--- src/rtl/instr_sequencer_pkg.sv ---
// Shared types and constants for the instruction sequencer: state and opclass
// enums, register indices, instruction lengths and opcode match patterns.
package instr_sequencer_pkg;

    typedef enum logic [1:0] {
        ST_IDLE,
        ST_RUN,
        ST_HALTED
    } state_t;

    typedef enum logic [2:0] {
        OP_NOP,
        OP_MOV,
        OP_SETAB,
        OP_ALU,
        OP_LOAD,
        OP_STORE,
        OP_GOTO,
        OP_HALT
    } opclass_t;

    localparam logic [2:0] REG_A  = 3'd0;
    localparam logic [2:0] REG_B  = 3'd1;
    localparam logic [2:0] REG_C  = 3'd2;
    localparam logic [2:0] REG_D  = 3'd3;
    localparam logic [2:0] REG_M1 = 3'd4;
    localparam logic [2:0] REG_M2 = 3'd5;
    localparam logic [2:0] REG_X  = 3'd6;
    localparam logic [2:0] REG_Y  = 3'd7;

    localparam logic [3:0] LEN_SHORT = 4'd8;
    localparam logic [3:0] LEN_MEM   = 4'd12;
    localparam logic [3:0] LEN_GOTO  = 4'd14;

    // Opcode recognition: (inst & MASK) == MATCH
    localparam logic [7:0] MOV_MASK    = 8'hC0, MOV_MATCH   = 8'h00;
    localparam logic [7:0] SETAB_MASK  = 8'hC0, SETAB_MATCH = 8'h40;
    localparam logic [7:0] ALU_MASK    = 8'hF0, ALU_MATCH   = 8'h80;
    localparam logic [7:0] LOAD_MASK   = 8'hFC, LOAD_MATCH  = 8'h90;
    localparam logic [7:0] STORE_MASK  = 8'hFC, STORE_MATCH = 8'h98;
    localparam logic [7:0] GOTO_MASK   = 8'hE0, GOTO_MATCH  = 8'hC0;
    localparam logic [7:0] HALT_MASK   = 8'hFF, HALT_MATCH  = 8'hAE;

    typedef struct packed {
        logic [7:0] dst_ld;
        logic [7:0] src_sel;
        logic       imm_en;
        logic       alu_en;
        logic [2:0] alu_fn;
        logic       ld_cond;
        logic       mem_rd;
        logic       mem_wr;
        logic       addr_pc;
        logic       addr_m;
        logic       addr_j;
        logic       ld_inst;
        logic       ld_inc;
        logic       sel_inc;
        logic       ld_pc;
        logic [1:0] ld_j;
        logic       halted;
    } ctrl_t;

    function automatic logic [3:0] op_len(input opclass_t op);
        case (op)
            OP_LOAD, OP_STORE: op_len = LEN_MEM;
            OP_GOTO:           op_len = LEN_GOTO;
            default:           op_len = LEN_SHORT;
        endcase
    endfunction

endpackage

--- src/rtl/instr_sequencer_decode.sv ---
// Combinational instruction decode: classifies the instruction byte and
// extracts the register indices, ALU function, immediate and branch fields.
module instr_decode
    import instr_sequencer_pkg::*;
#(
    parameter int N = 8
) (
    input  logic [N-1:0] inst,
    output opclass_t     opclass,
    output logic [2:0]   dst,
    output logic [2:0]   src,
    output logic [2:0]   fn,
    output logic [N-1:0] imm,
    output logic [3:0]   mask,
    output logic         link
);

    always_comb begin
        opclass = OP_NOP;
        dst     = REG_A;
        src     = REG_A;
        if ((inst[7:0] & HALT_MASK) == HALT_MATCH) begin
            opclass = OP_HALT;
        end else if ((inst[7:0] & MOV_MASK) == MOV_MATCH) begin
            opclass = OP_MOV;
            dst     = inst[5:3];
            src     = inst[2:0];
        end else if ((inst[7:0] & SETAB_MASK) == SETAB_MATCH) begin
            opclass = OP_SETAB;
            dst     = inst[5] ? REG_B : REG_A;
        end else if ((inst[7:0] & ALU_MASK) == ALU_MATCH) begin
            opclass = OP_ALU;
            dst     = inst[3] ? REG_D : REG_A;
        end else if ((inst[7:0] & LOAD_MASK) == LOAD_MATCH) begin
            opclass = OP_LOAD;
            dst     = {1'b0, inst[1:0]};
        end else if ((inst[7:0] & STORE_MASK) == STORE_MATCH) begin
            opclass = OP_STORE;
            src     = {1'b0, inst[1:0]};
        end else if ((inst[7:0] & GOTO_MASK) == GOTO_MATCH) begin
            opclass = OP_GOTO;
        end
    end

    assign fn   = inst[2:0];
    assign imm  = {{(N-5){inst[4]}}, inst[4:0]};
    assign mask = inst[4:1];
    assign link = inst[0];

endmodule

--- src/rtl/instr_sequencer.sv ---
// Cycle-level control sequencer: fixed fetch, class-specific execute, then the
// next fetch. All strobes are registered, computed from the next state/step.
module instr_sequencer
    import instr_sequencer_pkg::*;
#(
    parameter int N = 8
) (
    input  logic         clk,
    input  logic         reset,
    input  logic         run,
    input  logic [N-1:0] inst,
    input  logic [2:0]   flags,
    output logic [7:0]   dst_ld,
    output logic [7:0]   src_sel,
    output logic         imm_en,
    output logic [N-1:0] imm_val,
    output logic         alu_en,
    output logic [2:0]   alu_fn,
    output logic         ld_cond,
    output logic         mem_rd,
    output logic         mem_wr,
    output logic         addr_pc,
    output logic         addr_m,
    output logic         addr_j,
    output logic         ld_inst,
    output logic         ld_inc,
    output logic         sel_inc,
    output logic         ld_pc,
    output logic [1:0]   ld_j,
    output logic         halted
);

    opclass_t     dec_opclass;
    logic [2:0]   dec_dst, dec_src, dec_fn;
    logic [N-1:0] dec_imm;
    logic [3:0]   dec_mask;
    logic         dec_link;

    instr_decode #(.N(N)) u_decode (
        .inst    (inst),
        .opclass (dec_opclass),
        .dst     (dec_dst),
        .src     (dec_src),
        .fn      (dec_fn),
        .imm     (dec_imm),
        .mask    (dec_mask),
        .link    (dec_link)
    );

    state_t       state_q, state_d;
    logic [3:0]   step_q, step_d;
    opclass_t     opclass_q, opclass_d;
    logic [2:0]   dst_q, dst_d, src_q, src_d, fn_q, fn_d;
    logic [N-1:0] imm_q, imm_d;
    logic [3:0]   mask_q, mask_d;
    logic         link_q, link_d;
    logic         armed_q, armed_d;
    ctrl_t        ctrl_q, ctrl_d;
    logic [N-1:0] imm_val_q, imm_val_d;
    logic         taken;

    // flags order is {sign, carry, zero}; the last mask bit tests not-zero
    assign taken = (mask_q == 4'd0) ||
                   (|(mask_q & {flags[2], flags[1], flags[0], ~flags[0]}));

    always_comb begin
        state_d   = state_q;
        step_d    = step_q;
        opclass_d = opclass_q;
        dst_d     = dst_q;
        src_d     = src_q;
        fn_d      = fn_q;
        imm_d     = imm_q;
        mask_d    = mask_q;
        link_d    = link_q;
        armed_d   = armed_q;
        case (state_q)
            ST_IDLE: begin
                if (run) begin
                    state_d = ST_RUN;
                    step_d  = 4'd1;
                end
            end
            ST_RUN: begin
                if (step_q == 4'd4) begin
                    opclass_d = dec_opclass;
                    dst_d     = dec_dst;
                    src_d     = dec_src;
                    fn_d      = dec_fn;
                    imm_d     = dec_imm;
                    mask_d    = dec_mask;
                    link_d    = dec_link;
                end
                if (step_q == op_len(opclass_q)) begin
                    if (opclass_q == OP_HALT) begin
                        state_d = ST_HALTED;
                        step_d  = 4'd0;
                        armed_d = 1'b0;
                    end else begin
                        step_d = 4'd1;
                    end
                end else begin
                    step_d = step_q + 4'd1;
                end
            end
            ST_HALTED: begin
                // resume needs a fresh press: run low first, then high
                if (!run) begin
                    armed_d = 1'b1;
                end else if (armed_q) begin
                    state_d = ST_RUN;
                    step_d  = 4'd1;
                    armed_d = 1'b0;
                end
            end
            default: begin
                state_d = ST_IDLE;
                step_d  = 4'd0;
            end
        endcase
    end

    always_comb begin
        ctrl_d    = '0;
        imm_val_d = '0;
        if (state_d == ST_HALTED) begin
            ctrl_d.halted = 1'b1;
        end else if (state_d == ST_RUN) begin
            case (step_d)
                4'd1: begin
                    ctrl_d.addr_pc = 1'b1;
                    ctrl_d.mem_rd  = 1'b1;
                end
                4'd2: begin
                    ctrl_d.addr_pc = 1'b1;
                    ctrl_d.mem_rd  = 1'b1;
                    ctrl_d.ld_inst = 1'b1;
                    ctrl_d.ld_inc  = 1'b1;
                end
                4'd3: begin
                    ctrl_d.sel_inc = 1'b1;
                    ctrl_d.ld_pc   = 1'b1;
                end
                default: begin
                    case (opclass_d)
                        OP_MOV: if (step_d == 4'd5) begin
                            ctrl_d.src_sel[src_d] = 1'b1;
                            ctrl_d.dst_ld[dst_d]  = 1'b1;
                        end
                        OP_SETAB: if (step_d == 4'd5) begin
                            ctrl_d.imm_en        = 1'b1;
                            imm_val_d            = imm_d;
                            ctrl_d.dst_ld[dst_d] = 1'b1;
                        end
                        OP_ALU: if (step_d == 4'd5) begin
                            ctrl_d.alu_en        = 1'b1;
                            ctrl_d.alu_fn        = fn_d;
                            ctrl_d.ld_cond       = 1'b1;
                            ctrl_d.dst_ld[dst_d] = 1'b1;
                        end
                        OP_LOAD: if (step_d == 4'd5 || step_d == 4'd6) begin
                            ctrl_d.addr_m = 1'b1;
                            ctrl_d.mem_rd = 1'b1;
                            ctrl_d.dst_ld[dst_d] = (step_d == 4'd6);
                        end
                        OP_STORE: if (step_d == 4'd5 || step_d == 4'd6) begin
                            ctrl_d.addr_m         = 1'b1;
                            ctrl_d.src_sel[src_d] = 1'b1;
                            ctrl_d.mem_wr         = (step_d == 4'd6);
                        end
                        OP_GOTO: begin
                            // two operand-byte fetches land in J1 then J2
                            case (step_d)
                                4'd5, 4'd8: begin
                                    ctrl_d.addr_pc = 1'b1;
                                    ctrl_d.mem_rd  = 1'b1;
                                end
                                4'd6, 4'd9: begin
                                    ctrl_d.addr_pc = 1'b1;
                                    ctrl_d.mem_rd  = 1'b1;
                                    ctrl_d.ld_inc  = 1'b1;
                                    ctrl_d.ld_j    = (step_d == 4'd6) ? 2'b10 : 2'b01;
                                end
                                4'd7, 4'd10: begin
                                    ctrl_d.sel_inc = 1'b1;
                                    ctrl_d.ld_pc   = 1'b1;
                                end
                                4'd11: if (link_d) begin
                                    ctrl_d.sel_inc       = 1'b1;
                                    ctrl_d.dst_ld[REG_X] = 1'b1;
                                    ctrl_d.dst_ld[REG_Y] = 1'b1;
                                end
                                4'd12: if (taken) begin
                                    ctrl_d.addr_j = 1'b1;
                                    ctrl_d.ld_pc  = 1'b1;
                                end
                                default: ;
                            endcase
                        end
                        default: ;
                    endcase
                end
            endcase
        end
    end

    always_ff @(posedge clk) begin
        if (reset) begin
            state_q   <= ST_IDLE;
            step_q    <= 4'd0;
            opclass_q <= OP_NOP;
            dst_q     <= REG_A;
            src_q     <= REG_A;
            fn_q      <= 3'd0;
            imm_q     <= '0;
            mask_q    <= 4'd0;
            link_q    <= 1'b0;
            armed_q   <= 1'b0;
            ctrl_q    <= '0;
            imm_val_q <= '0;
        end else begin
            state_q   <= state_d;
            step_q    <= step_d;
            opclass_q <= opclass_d;
            dst_q     <= dst_d;
            src_q     <= src_d;
            fn_q      <= fn_d;
            imm_q     <= imm_d;
            mask_q    <= mask_d;
            link_q    <= link_d;
            armed_q   <= armed_d;
            ctrl_q    <= ctrl_d;
            imm_val_q <= imm_val_d;
        end
    end

    assign dst_ld  = ctrl_q.dst_ld;
    assign src_sel = ctrl_q.src_sel;
    assign imm_en  = ctrl_q.imm_en;
    assign imm_val = imm_val_q;
    assign alu_en  = ctrl_q.alu_en;
    assign alu_fn  = ctrl_q.alu_fn;
    assign ld_cond = ctrl_q.ld_cond;
    assign mem_rd  = ctrl_q.mem_rd;
    assign mem_wr  = ctrl_q.mem_wr;
    assign addr_pc = ctrl_q.addr_pc;
    assign addr_m  = ctrl_q.addr_m;
    assign addr_j  = ctrl_q.addr_j;
    assign ld_inst = ctrl_q.ld_inst;
    assign ld_inc  = ctrl_q.ld_inc;
    assign sel_inc = ctrl_q.sel_inc;
    assign ld_pc   = ctrl_q.ld_pc;
    assign ld_j    = ctrl_q.ld_j;
    assign halted  = ctrl_q.halted;

endmodule

--- config.mk ---
export PLATFORM = sky130hd
export DESIGN_NAME = instr_sequencer
export DESIGN_NICKNAME = d
export VERILOG_FILES = /design/src/rtl/instr_sequencer_pkg.sv /design/src/rtl/instr_sequencer_decode.sv /design/src/rtl/instr_sequencer.sv
export SDC_FILE = /design/constraint.sdc
export NUM_CORES = 1
export LEC_CHECK = 0
export BUFFER_PORTS_ARGS = -buffer_cell sky130_fd_sc_hd__buf_2
export CAP_MARGIN = 20
export CORE_MARGIN = 2
export CORE_UTILIZATION = 49
export DETAILED_ROUTE_END_ITERATION = 8
export PLACE_DENSITY_LB_ADDON = 0.08
export SETUP_SLACK_MARGIN = 0.3
export SKIP_LAST_GASP = 1
export SYNTH_ARGS = -nofsm -noshare
export SYNTH_HDL_FRONTEND = slang
export SYNTH_SLANG_ARGS = --single-unit
--- constraint.sdc ---
create_clock -name clk -period 3 [get_ports clk]
set_input_delay 0.15 -clock clk [delete_from_list [all_inputs] [get_ports clk]]
set_output_delay 0.15 -clock clk [all_outputs]
set_load 0.1 [all_outputs]
-- Word level (Yosys, flattened, before mapping)
Index checks and enable logic that the tools add are counted.
- bits in registers: 74
- input port bits: 14
- word-level logic and storage cells: 193
- add/subtract/negate cells: 1
- $lt $le $gt $ge: 4
- equality and inequality tests: 35
- mux-type cells: 83
- bitwise operators: 13
- reductions and logical operators: 29
- operators with widths (kind ; number):
    2-to-1 mux 3 bit ; 24
    2-to-1 mux 8 bit ; 5
    OR reduction 8 bit ; 5
    equality test 3 bit, second input constant ; 8
    equality test 4 bit, second input constant ; 6
    2-to-1 mux 2 bit ; 12
    OR reduction 7 bit ; 3
    2-to-1 mux 4 bit ; 5
    2-to-1 mux 1 bit ; 18
    one-hot mux 6 bit (3 select lines) ; 1
    equality test 4 x 3 -> 1 bit, second input constant ; 4
    2-to-1 mux 16 bit ; 1
    one-hot mux 8 bit (2 select lines) ; 1
    one-hot mux 1 bit (2 select lines) ; 7
    OR reduction 2 bit ; 7
    equality test 6 bit, second input constant ; 2
    one-hot mux 4 bit (3 select lines) ; 1
    NOT 1 bit ; 11
    2-to-1 mux 5 bit ; 2
    bitwise AND 8 bit ; 1
    equality test 4 x 2 -> 1 bit, second input constant ; 2
    equality test 8 bit, second input constant ; 1
    zero test 8 bit ; 1
    less-than comparator 3 x 4 -> 1 bit, second input constant ; 2
    other kinds (25) ; 35

-- Longest topological paths before layout
Gate-level depths: netlist (run 1).
- word-level depth: 15
- gate-level depth with buffers: 10
- gate-level depth less buffers: 8

-- Cells and area by module
A second synthesis (run 1) with hierarchy kept.
- cells, all modules: 378
- area total of the unflattened synthesis: 3419.5 um2
- modules (own cells, without submodules) (module ; instances ; cells an instance ; area an instance (um2)):
    instr_sequencer ; 1 ; 330 ; 3094.2
    instr_decode ; 1 ; 48 ; 325.3

-- Least setup slack after synthesis (run 1)
Ideal clock, no wire load.
- kind: flip-flop to flip-flop
- start point: register step_q[0]
- end point: register ctrl_q, in the netlist sel_inc
- library setup time: 0.069 ns
- arrival: 2.800 ns
- required time: 2.931 ns
- path slack: 0.131 ns
- cell stages (with the launch flop): 11
- buffers on the path: 2
- clock period less this slack: 2.869 ns
- path through: dfxtp_1 -> inv_1 -> ha_1 -> and2_4 -> buf_6 -> mux2_4 -> or3_1 -> buf_2 -> or3_4 -> or4_4 -> o21ai_1
- longest elaborated chain between the ends: 8
- elaborated cells on any way between the ends: 31
- RTL lines (item ; RTL line ; text):
    from (decl) ; instr_sequencer.sv:51 ; logic [3:0] step_q, step_d;
    from (signal assigned) ; instr_sequencer.sv:223 ; step_q <= step_d;
    adder 4 x 1 -> 4 bit, or another cell as far along ; instr_sequencer.sv:103 ; step_d = step_q + 4'd1;
    2-to-1 mux 4 bit (on tied branches) ; instr_sequencer.sv:94, instr_sequencer.sv:108 ;
    one-hot mux 4 bit (3 select lines) ; instr_sequencer.sv:77 ; case (state_q)
    equality test 4 x 3 -> 1 bit or equality test 4 bit (tied branches) ; instr_sequencer.sv:173 ; case (step_d)
    OR reduction 2 bit ; instr_sequencer.sv:173 ;
    one-hot mux 1 bit (2 select lines) ; instr_sequencer.sv:173 ;
    2-to-1 mux 5 bit ; instr_sequencer.sv:145 ; case (opclass_d)
    one-hot mux 2 bit (2 select lines) ; instr_sequencer.sv:129 ; case (step_d)
    to (signal assigned) ; instr_sequencer.sv:232 ; ctrl_q <= ctrl_d;
    to (decl) ; instr_sequencer.sv:58 ; ctrl_t ctrl_q, ctrl_d;
Parallel ways exist; a longest one is shown, timed or not.
A chain may end at the register's enable or synchronous reset.

-- Worst setup path in the final report (run 1)
- start point: register state_q[1]
- end point: register ctrl_q, in the netlist dst_ld[7]
- longest elaborated chain between the ends: 9
- elaborated cells on any way between the ends: 42
- RTL lines (item ; RTL line ; text):
    from (decl) ; instr_sequencer.sv:50 ; state_t state_q, state_d;
    from (signal assigned) ; instr_sequencer.sv:222 ; state_q <= state_d;
    equality test 2 x 1 -> 1 bit ; instr_sequencer.sv:77 ;
    2-to-1 mux 3 bit ; instr_sequencer.sv:77 ;
    less-than comparator 3 x 4 -> 1 bit (implied by the code) or >= comparator 3 x 1 -> 1 bit (tied branches) ; n/a ;
    logical AND 1 bit (implied by the code) ; n/a ;
    2-to-1 mux 1 bit (implied by the code) ; n/a ;
    demux 1 bit (select 3 bit) ; n/a ;
    bitwise AND 8 bit (no source line) ; n/a ;
    2-to-1 mux 8 bit ; instr_sequencer.sv:161 ; OP_LOAD: if (step_d == 4'd5 || step_d == 4'd6) begin
    one-hot mux 2 bit (4 select lines) ; instr_sequencer.sv:145 ;
Parallel ways exist; a longest one is shown, timed or not.

==> summary.txt, run 1 <==
Global routing
  • Met2 Usage GRT: 32.4%
  • Most used routing layer: met2
  • Vias in the first global route: roughly 2300
  • Total track usage: 22.0%
  • First-pass GRT wire length: 11000 µm
  • Global route total overflow: 0
  • Largest net degree at the start of global routing: 34
  • Initial antenna violation count: 0
  • Routing usage on met1: between 30% and 40%
  • M3 GR Usage: 6.26%

Yosys
  • Post-synth ARST share: 0%
  • Top_reg_cell synth: dfxtp_1
  • Area leader, netlist: dfxtp_1
  • Synth Instances: 340
  • Number of synthesized flops with an enable pin: 0
  • Ys Warns: 0
  • Post-synthesis register bit count: 73
  • Post-Syn Area: between 2000 and 3000 µm²
  • Synth cell types: 58
  • Post-Syn Nets: around 360
  • Post-synthesis sequential area ratio: 49.5%
  • Mean Syn Cell Area: 8.68 µm²
  • Ranking of synthesized cells by area: dfxtp_1, nor2_1, a21oi_1
  • Yosys top cell area share: about 50%

Clock network
  • CTS tree: built
  • Clock buffer count from CTS: 9
  • Root Driver: clkbuf_8
  • Sink Count: 73
  • Clk pin slew, worst setup/hold paths: 0.07 ns
  • Clk_lat worst skew: 0.36 ns
  • Hold Buf Count CTS: 0
  • H-tree levels: 3
  • Clk buf depth: 2

Routing
  • DRC viols: 0
  • Initial drt markers: 152
  • Routed Antenna Nets: 0
  • Via count: about 2700
  • Drt via density: 5.52
  • DR pass1 iterations: 4
  • Routed WL: roughly 7000 µm
  • Drt wl/cell: 14.5 µm

Placement
  • Hpwl dp: between 5000 and 6000 µm
  • Port Buffer Count: 55
  • Gpl congestion: 0.828

STA
  • Unrepaired setup endpoints after global routing: true
  • Setup TNS: 0 ns
  • Fin. Hold Viols: 0
  • Slew Limit Fails: 0
  • Fmax: 0.371 GHz
  • Final setup fails: 0
  • Slew headroom: between 50% and 60%
  • Worst clock skew: about 0.012 ns
  • Final Cycle Share: 89.9%
  • Actual slew at the worst max-slew pin: 0.670 ns
  • Minimum period implied by the final worst setup slack: between 2 and 3 ns

Finish
  • # nets final: 421
  • Layout cells sized above 1: about 25%
  • Most common cell after layout, fill and taps aside: dfxtp_1
  • Layout area overhead: 20.9%
  • Antenna diode count: 0
  • Commonest cells after routing, fill and taps aside: dfxtp_1, nor2_1, buf_2

Flow run
  • MaxCap Viol Count: 0

Die
  • # rows: 28
  • Die Height: 81.6 µm
  • Initial Util: 50.1%
  • Core footprint: between 5000 and 6000 µm²
  • Horiz. Die Dim: 81.6 µm
  • Io pins: 56
  • Die area: around 6700 µm²

Min path
  • Hold Crit Depth: 4
  • Hold path start: run
  • HP Class: in2reg
  • WHS Endpoint: armed_q$_SDFFE_PP0P_

Power and ir drop
  • Pwr/cell area: 513 nW/µm²
  • Worst vdd ir: 0.330 mV
  • Leak Pwr: 1.50 nW
  • Power Total: 1.83 mW

Critical path
  • FF-to-FF Start: state_q[1]$_SDFF_PP0_
  • CP Launch Type: register
  • Reg-to-reg endpoint: dst_ld[7]$_SDFF_PP0_
  • Crit path capture type: register
  • R2R depth: 7
  • Worst Path Class, Setup: reg2reg
  • Worst reg2reg setup slack: 0.30 ns
  • Max FO, Critical Path: 6
  • WP data arrival: 2.98 ns
  • CP required: around 3.3 ns

Outcome
  • Outcome: completed
-- where the power goes --
part | total, mW | switching, mW | internal (mW)
Sequential | 0.983 | 0.00716 | 0.976
Clock | 0.702 | 0.380 | 0.322
Combinational | 0.144 | 0.102 | 0.0415
-- per-stage QoR --
stage	utilization (%)	instances	worst slack [ns]	area (µm²)	hold WS, ns
final	60.6	485	0.303	3570	0.133
after global routing	60.6	485	0.251	3570	0.160
after CTS	59.6	479	0.301	3510	0.120
after detailed placement	56.5	463	0.256	3320	0.474
after global placement	56.5	463	0.329	3320	0.462
after floorplan	-	340	0.316	2970	0.302
-- final cells by class --
class / instances / area [µm²]
Clock buffer: 10 / 138
Multi-Input combinational cell: 241 / 1400
Timing Repair Buffer: 70 / 388
Clock inverter: 6 / 41.3
Sequential cell: 73 / 1470
Inverter: 10 / 37.5
Tap cell: 75 / 93.8
Fill cell: 567 / 2320
-- Yosys cell counts (2+ instances only) --
cell      count
dfxtp_1      73
nor2_1       63
a21oi_1      26
nand2_1      20
clkbuf_1     11
inv_1        10
nor2b_1      10
nor4_1       10
nand4_1       9
nor3_1        9
o21ai_0       9
nand3_1       7
a22oi_1       4
and3_1        4
nand2b_1      4
nand3b_1      4
a211oi_1      3
a21boi_0      3
a31oi_1       3
nand4b_1      3
o21ai_1       3
o31a_1        3
or3_1         3
a211o_1       2
a21o_1        2
a31o_2        2
a32oi_1       2
and2_1        2
buf_2         2
ha_1          2
o221ai_1      2
o22ai_1       2
o31ai_1       2
xnor2_1       2
-- worst max-delay path, cell delays in order, from the launching register on --
cell and delay [ns]:
dfxtp_2 0.34, and4bb_4 0.37, and2_4 0.19, mux2_4 0.32
or3_4 0.43, or3_4 0.40, or4_4 0.45, a21oi_1 0.14
-- registers in the layout, summed over array words and instances (netlist names), 2 cells and up --
name / flops
alu_fn: 3
fn_q: 3
src_sel: 8
mask_q: 4
state_q: 2
src_q: 3
ld_j: 2
imm_q: 8
opclass_q: 3
imm_val: 8
step_q: 4
dst_ld: 8
dst_q: 3
-- what timing repair did --
item / CTS / global route
pin swaps: 0 / 5
gates resized for setup: 2 / 5
buffers inserted: 0 / 6
setup endpoints to repair: 3 / 6
-- layer usage --
layer  share of wire, %  vias to the layer above
met3                5.6                       16
met1                 49                     1236
li1                   -                     1345
met2                 44                       82
met5                  0                        -
met4                1.8                        0
-- how the worst max path moves through the flow --
| stage | endpoint | slack, ns | start |
|---|---|---|---|
| after floorplan | dst_ld[7]$_SDFF_PP0_ | 0.32 | step_q[3]$_SDFF_PP0_ |
| after global placement | dst_ld[7]$_SDFF_PP0_ | 0.33 | step_q[3]$_SDFF_PP0_ |
| after detailed placement | dst_ld[7]$_SDFF_PP0_ | 0.26 | state_q[0]$_SDFF_PP0_ |
| after CTS | dst_ld[7]$_SDFF_PP0_ | 0.30 | step_q[3]$_SDFF_PP0_ |
| after global routing | dst_ld[7]$_SDFF_PP0_ | 0.25 | state_q[1]$_SDFF_PP0_ |
| final | dst_ld[7]$_SDFF_PP0_ | 0.30 | state_q[1]$_SDFF_PP0_ |
-- cell families after synthesis --
| family | count (synthesis) | share of synthesized area (%) |
|---|---|---|
| and+or+nand+nor | 159 | 27.7 |
| AOI/OAI and AO/OA | 77 | 17.0 |
| DFF | 73 | 49.5 |
| buffers and inverters | 26 | 3.77 |
| xor gates and xnor gates | 2 | 0.594 |
| adders and majority gates | 2 | 0.848 |
| muxes | 1 | 0.509 |
Note: power is estimated with default switching activity, not from simulation.
==> run 2, diff against run 1 <==
--- a/config.mk
+++ b/config.mk
@@ -8,7 +8,7 @@
 export BUFFER_PORTS_ARGS = -buffer_cell sky130_fd_sc_hd__buf_2
 export CAP_MARGIN = 20
 export CORE_MARGIN = 2
-export CORE_UTILIZATION = 49
+export CORE_UTILIZATION = 59
 export DETAILED_ROUTE_END_ITERATION = 8
 export PLACE_DENSITY_LB_ADDON = 0.08
 export SETUP_SLACK_MARGIN = 0.3
==> constraint.sdc (replaced) <==
create_clock -name clk -period 3.15 [get_ports clk]
set_input_delay 0.1575 -clock clk [delete_from_list [all_inputs] [get_ports clk]]
set_output_delay 0.1575 -clock clk [all_outputs]
set_load 0.1 [all_outputs]
==> summary.txt, run 2 (synthesis results as in run 1) <==
Global routing
  • Vias in the first global route: 2295 (-1.1%)
  • Total track usage: 25.5% (+3.5 points)
  • First-pass GRT wire length: 10600 µm (-3.4%)
  • Largest net degree at the start of global routing: 34 (unchanged)
  • Global route total overflow: 0 (unchanged)
  • Initial antenna violation count: 0 (unchanged)

Die
  • Die area: 5580 µm² (-16%)
  • Die Height: 74.7 µm (-8.4%)
  • Core footprint: 4790 µm² (-19%)
  • Io pins: 56 (unchanged)
  • Initial Util: 61.6% (+12 points)
  • # rows: 25 (-11%)
  • Horiz. Die Dim: 74.7 µm (-8.4%)

STA
  • Final Cycle Share: 89.0% (-0.85 points)
  • Fmax: 0.357 GHz (-3.9%)
  • Fin. Hold Viols: 0 (unchanged)
  • Slack of the critical path: 0.345 ns (+0.0420 ns)
  • Actual slew at the worst max-slew pin: 0.657 ns (-0.0130 ns)
  • Setup TNS: 0 ns (unchanged)
  • Unrepaired setup endpoints after global routing: false
  • Slew Limit Fails: 0 (unchanged)
  • Worst clock skew: 0.00887 ns (-0.00294 ns)
  • Slew headroom: 55.8% (+0.87 points)
  • Minimum period implied by the final worst setup slack: 2.80 ns (+0.108 ns)
  • Final setup fails: 0 (unchanged)

Placement
  • Pre-CTS setup slack: 0.299 ns (+0.0428 ns)
  • Port Buffer Count: 55 (unchanged)
  • Gpl congestion: 0.911 (+10%)
  • Hpwl dp: 4810 µm (-4.5%)

Clock network
  • Clk_lat worst skew: 0.35 ns (about the same)
  • Hold Buf Count CTS: 0 (unchanged)
  • Root Driver: clkbuf_8
  • Clock buffer count from CTS: 9 (unchanged)
  • Clk buf depth: 2 (unchanged)
  • Clk pin slew, worst setup/hold paths: 0.07 ns (about the same)
  • Sink Count: 73 (unchanged)
  • H-tree levels: 3 (unchanged)
  • CTS tree: built

Finish
  • Most common cell after layout, fill and taps aside: dfxtp_1
  • Final Util: 74.4% (+14 points)
  • # nets final: 418 (-0.71%)
  • Layout cells sized above 1: 24.1% (-1.3 points)
  • Fill cell count: 373 (-34%)
  • Layout area overhead: 20.7%
  • Footprint of the multi-input gates: 1390 µm² (-0.72%)
  • FF+latch area: 1470 µm² (-0.34%)
  • Antenna diode count: 0 (unchanged)
  • Commonest cells after routing, fill and taps aside: dfxtp_1, nor2_1, buf_2

Min path
  • HP Class: in2reg
  • Hold Crit Depth: 4 (unchanged)

Critical path
  • Worst Path Class, Setup: reg2reg
  • WP data arrival: 3.08 ns (+0.10 ns)
  • Crit-path most repeated cell: or3_4
  • CP required: 3.43 ns (+0.15 ns)
  • Slowest-stage cell, CP: or4_4
  • CP Launch Type: register
  • Worst path max stage delay: 0.51 ns (+0.06 ns)
  • Crit path capture type: register
  • R2R depth: 7 (unchanged)
  • Crit-path cells: and4bb_4 -> and2_4 -> mux2_4 -> or3_4 -> or3_4 -> or4_4 -> a21oi_1
  • Max FO, Critical Path: 7 (+1)

Power and ir drop
  • Pwr/cell area: 525 nW/µm² (+2.3%)
  • Leak Pwr: 1.50 nW (+0.30%)
  • Worst vdd ir: 0.333 mV (+0.82%)

Routing
  • DR pass1 iterations: 5 (+1)
  • Drt wl/cell: 14.2 µm (-2.1%)
  • Via count: 2723 (+1.6%)
  • Drt via density: 5.74 (+4.0%)
  • Routed Antenna Nets: 0 (unchanged)
  • Initial drt markers: 232 (+53%)
  • DRC viols: 0 (unchanged)
  • Routed WL: 6730 µm (-4.3%)

Flow run
  • MaxCap Viol Count: 0 (unchanged)

Outcome
  • Outcome: completed
==> run 2: changes by cell type in the layout (fill, tap and decap cells not counted), sizes merged <==
cell,change
clkinvlp,-1
inv,-1
buf,-3
bufinv,+2
==> run 2: stage by stage <==
step / std cells / power [mW] / instance area (µm²) / hold slack [ns]
2_1_floorplan: 340 / 1.05 / 2950 / 0.309
3_3_place_gp: 455 / 1.09 / 3310 / 0.460
3_5_place_dp: 455 / 1.09 / 3310 / 0.468
4_1_cts: 471 / 1.87 / 3530 / 0.146
5_1_grt: 474 / 1.93 / 3560 / 0.174
6_report: 474 / 1.87 / 3560 / 0.160
==> run 2: area by class of cell <==
cell class                 count  share of cell area (%)
timing repair buffer          67                    10.3
multi-input combinational    241                    39.0
clock buffer                  10                    3.58
inverter                      10                    1.05
tap                           67                    2.35
clock inverter                 6                    2.60
sequential                    73                    41.2
==> run 2: layer usage <==
| metal | global-route usage (%) | share of wire, % |
|---|---|---|
| met1 | 37.4 | 47 |
| met2 | 35.5 | 43 |
| met3 | 4.82 | 8.1 |
| met4 | 13.3 | 2.2 |
| met5 | 0 | 0 |
==> run 2: timing repair <==
| action | CTS | global route |
|---|---|---|
| gates resized for setup | 3 | 2 |
| pin swaps | 0 | 1 |
| endpoints found under the setup margin | 2 | 3 |
| setup buffers | 0 | 3 |
==> run 2: worst paths after layout <==
kind	slack, ns	startpoint	to
setup / recovery	0.35	step_q[3]$_SDFF_PP0_	dst_ld[7]$_SDFF_PP0_
setup reg to reg	0.35	step_q[3]$_SDFF_PP0_	dst_ld[7]$_SDFF_PP0_
hold / removal	0.16	run	armed_q$_SDFFE_PP0P_
hold reg to reg	0.48	imm_q[6]$_SDFF_PP0_	imm_q[6]$_SDFF_PP0_
==> run 2: critical path: cells and delay by family, from the launching register on <==
family / cells / cell delay [ns]
compound gates: 1 / 0.14
mux: 1 / 0.32
flops: 1 / 0.36
simple gates: 5 / 1.91
==> run 2: power by group <==
group | total (mW) | switching (mW) | internal, mW
registers | 0.936 | 0.00666 | 0.929
logic | 0.134 | 0.0961 | 0.0379
clock network | 0.798 | 0.350 | 0.448
==> run 3, diff against run 2 <==
--- a/config.mk
+++ b/config.mk
@@ -8,7 +8,7 @@
 export BUFFER_PORTS_ARGS = -buffer_cell sky130_fd_sc_hd__buf_2
 export CAP_MARGIN = 20
 export CORE_MARGIN = 2
-export CORE_UTILIZATION = 59
+export CORE_UTILIZATION = 54
 export DETAILED_ROUTE_END_ITERATION = 8
 export PLACE_DENSITY_LB_ADDON = 0.08
 export SETUP_SLACK_MARGIN = 0.3
==> constraint.sdc (replaced) <==
create_clock -name clk -period 2.61 [get_ports clk]
set_input_delay 0.1305 -clock clk [delete_from_list [all_inputs] [get_ports clk]]
set_output_delay 0.1305 -clock clk [all_outputs]
set_load 0.1 [all_outputs]
==> summary.txt, run 3 (synthesis results as in run 1) <==
Min path
  • HP Class: in2reg

Finish
  • Most common cell after layout, fill and taps aside: dfxtp_1
  • Fill cell count: 401 (+7.5%)
  • # nets final: 445 (+6.5%)
  • Fin cells: 504 (+6.3%)
  • Layout cells sized above 1: 34.8% (+11 points)
  • Antenna diode count: 0 (unchanged)
  • Layout area overhead: 32.1%
  • Commonest cells after routing, fill and taps aside: dfxtp_1, nor2_1, buf_2
  • Final Util: 74.9% (+0.42 points)

STA
  • Minimum period implied by the final worst setup slack: 2.53 ns (-0.273 ns)
  • Final setup fails: 0 (unchanged)
  • Slew Limit Fails: 0 (unchanged)
  • Worst clock skew: 0.0108 ns (+0.00191 ns)
  • Setup TNS: 0 ns (unchanged)
  • Fmax: 0.395 GHz (+11%)
  • Slew headroom: 60.4% (+4.6 points)
  • Fin. Hold Viols: 0 (unchanged)
  • Unrepaired setup endpoints after global routing: true
  • Actual slew at the worst max-slew pin: 0.594 ns (-0.0633 ns)
  • Final Cycle Share: 97.0% (+7.9 points)
  • Slack of the critical path: 0.0785 ns (-0.267 ns)

Flow run
  • MaxCap Viol Count: 0 (unchanged)

Die
  • Die area: 6070 µm² (+8.7%)
  • Die Height: 77.9 µm (+4.3%)
  • Core footprint: 5200 µm² (+8.8%)
  • # rows: 26 (+4.0%)
  • Horiz. Die Dim: 77.9 µm (+4.3%)
  • Io pins: 56 (unchanged)
  • Initial Util: 56.7% (-5.0 points)

Routing
  • Initial drt markers: 159 (-31%)
  • DR pass1 iterations: 5 (unchanged)
  • Routed WL: 7220 µm (+7.3%)
  • DRC viols: 0 (unchanged)
  • Drt wl/cell: 14.3 µm (+0.91%)
  • Via count: 2791 (+2.5%)
  • Routed Antenna Nets: 0 (unchanged)
  • Drt via density: 5.54 (-3.6%)

Critical path
  • Worst Path Class, Setup: reg2reg
  • Max FO, Critical Path: 6 (-1)
  • CP Launch Type: register
  • Crit path capture type: register
  • CP required: 2.89 ns (-0.54 ns)
  • WP data arrival: 2.81 ns (-0.27 ns)

Clock network
  • Clk buf depth: 2 (unchanged)
  • Clock buffer count from CTS: 9 (unchanged)
  • H-tree levels: 3 (unchanged)
  • Sink Count: 73 (unchanged)
  • CTS tree: built
  • Root Driver: clkbuf_8
  • Clk_lat worst skew: 0.34 ns (about the same)
  • Clk pin slew, worst setup/hold paths: 0.08 ns (about the same)

Global routing
  • Global route total overflow: 0 (unchanged)
  • Initial antenna violation count: 0 (unchanged)
  • Largest net degree at the start of global routing: 33 (-2.9%)
  • Total track usage: 24.6% (-0.87 points)
  • Vias in the first global route: 2453 (+6.9%)
  • First-pass GRT wire length: 11700 µm (+11%)

Placement
  • Dpl cells: 480 (+5.5%)
  • Port Buffer Count: 55 (unchanged)
  • Pre-CTS setup slack: 0.00808 ns (-0.291 ns)
  • Hpwl dp: 5130 µm (+6.7%)
  • Gpl congestion: 0.916 (+0.57%)

Power and ir drop
  • Pwr/cell area: 569 nW/µm² (+8.6%)
  • Power Total: 2.22 mW (+19%)
  • Worst vdd ir: 0.508 mV (+53%)
  • Leak Pwr: 1.67 nW (+11%)

Outcome
  • Outcome: completed
[run 3: cell types whose count changed in the layout (fill, tap and decap cells not counted), moves of 3 or more]
| cell | change |
|---|---|
| buf_4 | +26 |
| nor3_1 | -5 |
| nor3_2 | +5 |
| nor4_1 | -4 |
| nor4_2 | +4 |
| a21oi_1 | -3 |
| a21oi_2 | +3 |
[run 3: area by class of cell]
class / instances / area, µm² / share of cell area [%]
tap: 70 / 87.6 / 2.25
multi-input combinational: 241 / 1530 / 39.1
clock buffer: 10 / 138 / 3.53
sequential: 73 / 1470 / 37.7
clock inverter: 6 / 67.6 / 1.73
inverter: 10 / 37.5 / 0.963
timing repair buffer: 94 / 572 / 14.7
[run 3: metal layers]
| layer | up-vias | global-route usage, % | share of wire, % | routed length [µm] |
|---|---|---|---|---|
| met5 | - | 0 | 0 | 0 |
| met4 | 0 | 10.5 | 2.3 | 164 |
| met3 | 13 | 4.30 | 6.9 | 495 |
| met2 | 97 | 36.4 | 45 | 3240 |
| met1 | 1290 | 35.4 | 46 | 3320 |
| li1 | 1391 | - | - | - |
[run 3: worst paths after layout]
path              slack (ns)  depth (start not counted)                 start                      to
hold reg to reg         0.49                          2   imm_q[5]$_SDFF_PP0_     imm_q[5]$_SDFF_PP0_
setup / recovery        0.08                          7  step_q[3]$_SDFF_PP0_    dst_ld[6]$_SDFF_PP0_
setup reg to reg        0.08                          7  step_q[3]$_SDFF_PP0_    dst_ld[6]$_SDFF_PP0_
hold / removal          0.12                          3               inst[3]  mask_q[2]$_SDFFE_PP0P_
[run 3: metrics by stage]
step           hold WS, ns  cell area, µm²
5_1_grt              0.129            3900
3_3_place_gp         0.460            3480
2_1_floorplan        0.282            2970
4_1_cts              0.107            3750
6_report             0.116            3900
3_5_place_dp         0.469            3480
[run 3: worst max-delay path, stage by stage, from the launching register on]
cell	delay [ns]
dfxtp_2	0.32
and4bb_4	0.35
and2_4	0.19
mux2_4	0.31
or3_4	0.33
or3_4	0.37
or4_4	0.46
a21oi_2	0.13
[run 3: what timing repair did]
action / CTS / global route
hold buffers: 0 / 0
cloned: 0 / 0
pin swaps: 3 / 8
hold endpoints to repair: 0 / 0
resized for setup: 11 / 29
setup buffers: 3 / 5
setup endpoints to repair: 16 / 33
[run 3: power breakdown]
part / switching, mW / leakage, nW / internal, mW / total (mW)
logic: 0.135 / 0.977 / 0.0707 / 0.206
registers: 0.00382 / 0.591 / 1.12 / 1.12
clock network: 0.419 / 0.0985 / 0.469 / 0.888
total: 0.559 / 1.67 / 1.66 / 2.22
